==> src/rtl/seq_detector_param.sv <==
// seq_detector_param: masked serial pattern detector with overlap select, match pulse and saturating count
module seq_detector_param #(
  parameter int W  = 4,
  parameter int CW = 8
) (
  input  logic          clock,
  input  logic          rst_n,
  input  logic          ser_in,
  input  logic          in_valid,
  input  logic [W-1:0]  pattern,
  input  logic [W-1:0]  mask,
  input  logic          overlap,
  input  logic          clr,
  output logic          found,
  output logic [CW-1:0] match_count,
  output logic          saturated
);
  localparam int FW = $clog2(W + 1);
  localparam logic [FW-1:0] FULL = FW'(W);
  logic [W-1:0]  hist_q, hist_d, hist_n;
  logic [FW-1:0] fill_q, fill_d, fill_n;
  logic [CW-1:0] cnt_q, cnt_d;
  logic          found_q, found_d, sat_q, sat_d, acc, hit;
  always_comb begin
    acc     = in_valid & ~clr;
    hist_n  = {hist_q[W-2:0], ser_in};
    fill_n  = (fill_q == FULL) ? fill_q : fill_q + 1'b1;
    hit     = acc && (fill_n == FULL) && (((hist_n ^ pattern) & mask) == '0);
    hist_d  = clr ? '0 : acc ? hist_n : hist_q;
    fill_d  = clr ? '0 : !acc ? fill_q : (hit && !overlap) ? '0 : fill_n;
    cnt_d   = clr ? '0 : (hit && cnt_q != '1) ? cnt_q + 1'b1 : cnt_q;
    sat_d   = clr ? 1'b0 : sat_q | (cnt_d == '1);
    found_d = hit;
  end
  always_ff @(posedge clock or negedge rst_n) begin
    if (!rst_n) begin
      hist_q  <= '0;
      fill_q  <= '0;
      cnt_q   <= '0;
      sat_q   <= 1'b0;
      found_q <= 1'b0;
    end else begin
      hist_q  <= hist_d;
      fill_q  <= fill_d;
      cnt_q   <= cnt_d;
      sat_q   <= sat_d;
      found_q <= found_d;
    end
  end
  assign found       = found_q;
  assign match_count = cnt_q;
  assign saturated   = sat_q;
endmodule

==> config.mk <==
export PLATFORM = sky130hd
export DESIGN_NAME = seq_detector_param
export DESIGN_NICKNAME = d
export VERILOG_FILES = /design/src/rtl/seq_detector_param.sv
export SDC_FILE = /design/constraint.sdc
export NUM_CORES = 1
export LEC_CHECK = 0
export CAP_MARGIN = 10
export CORE_ASPECT_RATIO = 0.5
export CORE_MARGIN = 5
export CORE_UTILIZATION = 35
export DETAILED_ROUTE_END_ITERATION = 12
export PLACE_DENSITY = 0.62
export SYNTH_ARGS = -nofsm -noshare
export SYNTH_HDL_FRONTEND = slang
export SYNTH_SLANG_ARGS = --single-unit
==> constraint.sdc <==
create_clock -name clock -period 3.2 [get_ports clock]
set_input_delay 0.32 -clock clock [delete_from_list [all_inputs] [get_ports clock]]
set_output_delay 0.32 -clock clock [all_outputs]
set_load 0.02 [all_outputs]
==> results of run 1 <==
## final cells by class
type | count | area, um^2 | share of cell area
well taps | 37 | 46.3 | 0.0367
inverters | 5 | 18.8 | 0.0149
flip-flops and latches | 16 | 400 | 0.317
repair buffers | 25 | 245 | 0.194
clock buffers | 4 | 55.1 | 0.0436
multi-input cells | 72 | 497 | 0.393
## flip-flops by register name (all words and copies together) (netlist names)
signal,flops
fill_q,3
hist_q,3
found,1
match_count,8
saturated,1
## how the worst max path moves through the flow
| stage | startpoint | endpoint | slack [ns] | cells after the start |
|---|---|---|---|---|
| CTS | fill_q[0] | saturated | 0.32 | 8 |
| floorplan | fill_q[0] | saturated | 0.47 | 9 |
| finish | fill_q[0] | saturated | 0.31 | 8 |
| global placement | pattern[1] | saturated | 0.30 | 7 |
| global route | fill_q[0] | saturated | 0.18 | 8 |
| detailed placement | pattern[2] | saturated | 0.27 | 7 |
## power by group through the flow
stage,registers [uW],clock network (uW),logic (uW)
floorplan,213,0,29.5
global route,211,192,63.4
detailed placement,214,0,56.9
CTS,211,185,56.9
global placement,214,0,56.2
finish,211,179,56.2
## routing by layer
metal	vias up	global-route usage	share of wire
met4	0	0.0391	0
met1	380	0.158	0.51
met2	16	0.196	0.46
li1	397	-	-
met5	-	0	0
met3	0	0.0375	0.031
## Yosys cell counts, drive strengths merged
master | count | area (um^2)
nor2b | 3 | 18.8
mux2i | 4 | 40.0
nor2 | 10 | 37.5
a2111o | 1 | 11.3
a211oi | 2 | 15.0
ha | 3 | 37.5
or3 | 1 | 6.26
nand2 | 8 | 30.0
xnor2 | 4 | 35.0
o21ai | 1 | 5.00
nand2b | 2 | 12.5
inv | 4 | 15.0
or4 | 1 | 11.3
clkinv | 1 | 3.75
a221oi | 1 | 15.0
o211ai | 1 | 7.51
clkbuf | 2 | 7.51
mux2 | 1 | 11.3
nand3 | 3 | 15.0
nand4 | 1 | 6.26
or4b | 1 | 10.0
nor3 | 3 | 15.0
buf | 2 | 18.8
xor2 | 5 | 43.8
nor4 | 3 | 18.8
o22ai | 1 | 6.26
a21oi | 4 | 20.0
a41o | 1 | 10.0
a311o | 1 | 10.0
and3 | 2 | 12.5
dfrtp | 16 | 400
a221o | 1 | 10.0
or3b | 1 | 8.76
nor3b | 1 | 7.51
a22o | 1 | 8.76
## cells by family (layout without fill, tap and decap cells)
logic type,count (synthesis),in the layout,share of synthesized area
DFF,16,16,0.425
AOI/OAI and AO/OA,15,15,0.126
and+or+nand+nor,40,40,0.223
buffers and inverters,9,34,0.0478
adders and majority gates,3,3,0.0398
muxes,5,5,0.0544
xor gates and xnor gates,9,9,0.0837
## worst max-delay path, stage by stage, from the launching register on
cell and delay [ns]:
dfrtp_1 0.41, inv_1 0.09, ha_1 0.26, and3_1 0.21, a221o_1 0.29, or4_4 0.59
nor4_1 0.33, mux2_2 0.39, a41o_1 0.20
## metrics by stage
stage	util	worst slack, ns	std cells
6_report	0.488	0.310	159
5_1_grt	0.488	0.175	159
4_1_cts	0.488	0.320	159
3_5_place_dp	0.467	0.271	155
3_3_place_gp	0.467	0.303	155
2_1_floorplan	-	0.473	97
==> results.ini, run 1 <==
[outcome]
status = finished clean

[pwr]
combPwrFrac = 0.126
p_leak_uw = 0.000529
p_seq_frac = 0.473
peakVddDrop_uv = 148
p_int_uw = 345
p_switching_uw = 100
totalPowerFinal_uw = 446
power.density_nw_per_um2 = 353
clkPwrFrac = 0.401
switching_share = 0.225

[final_layout]
antenna-diode-count = 0
design_area_um2 = 1260
drive_above_1_share = 0.0738
final_cell_mix = 23 x clkdlybuf4s50_1, 16 x dfrtp_1, 10 x nor2_1
layout.cells.most_common = clkdlybuf4s50_1
final_nets = 140
n_fill_cell = 244
syn2layout_area_growth_pct = 34.0

[sta]
fin_crit_sh = 0.903
hold_viol = 0
setup_viol = 0
worstMarginPinSlew_ns = 0.795
whs_ns = 0.497
max_freq_mhz = 346
rsz0062_at_grt = no
layout_min_cycle_time_ns = 2.89
drv_slew = 0
tns_ns = 0
fin_skew_ns = 0.00342
slew_headroom = 0.466

[critical_path]
r2r-end = saturated
r2r_cells = 8
critical_path_arrival_ns = 3.03
critical_path_peak_fanout = 11
worst-endpoint-required_ns = 3.34
r2r-start = fill_q[0]
setup.worst_path.end_class = flip-flop
r2r_slack_ns = 0.31
crit_type = flip-flop to flip-flop
start_kind = flip-flop

[placed_design]
portBuffers = 23
hpwl_um = 1640
gp_congestion = 0.765
postPlaceCellArea_um2 = 1210

[floorplanning]
dieHeight_um = 46.7
ios = 24
die_area_um2 = 3890
start_util = 0.364
rows = 13
die_w_um = 83.4
coreArea_um2 = 2590

[cts]
cts_setup_buffers = 0
cts.reportedPaths.clkPinSlew_ns = 0.06
cts_resized = 0
cts_sinks = 16
cts_tree = built
cts-htree-levels = 1
clockBufferDepth = 2
insertion_delay_ns = 0.25
hold_buffers = 0
cts_buffers = 3
cts_root_buffer = clkbuf_8

[min_path]
hp-class = input port to async pin

[global_routing]
grt_pass1_vias = 760
grt_pass1_wl_um = 3590
grt_antenna_before_repair = 0
grt_use_total = 0.121
gr-total-overflow = 0
grt_max_degree = 17

[routing]
wl_per_cell_um = 13.2
drc_errors = 0
ant_nets = 0
drt_iter0_markers = 50
vias = 793
wl_um = 2100
vias_per_cell = 4.99
drtPass1Iterations = 4

[logic_synthesis]
avgSynthCellArea_um2 = 9.71
syn-num-nets = 114
ys_types = 36
yosysSeqAreaShare = 0.425
yosys_warnings = 0
synthCells = 97
ys_seq_elements = 16
netlist_area_um2 = 942

[run]
maxCapViolations = 0

Note: power is estimated with default switching activity, not from simulation.
==> run 2: changes to the inputs <==
--- a/config.mk
+++ b/config.mk
@@ -11,6 +11,7 @@
 export CORE_UTILIZATION = 35
 export DETAILED_ROUTE_END_ITERATION = 12
 export PLACE_DENSITY = 0.62
+export SKIP_LAST_GASP = 1
 export SYNTH_ARGS = -nofsm -noshare
 export SYNTH_HDL_FRONTEND = slang
 export SYNTH_SLANG_ARGS = --single-unit
==> results of run 2 <==
No change in the layout: final DEF, timing and power equal those of run 1.
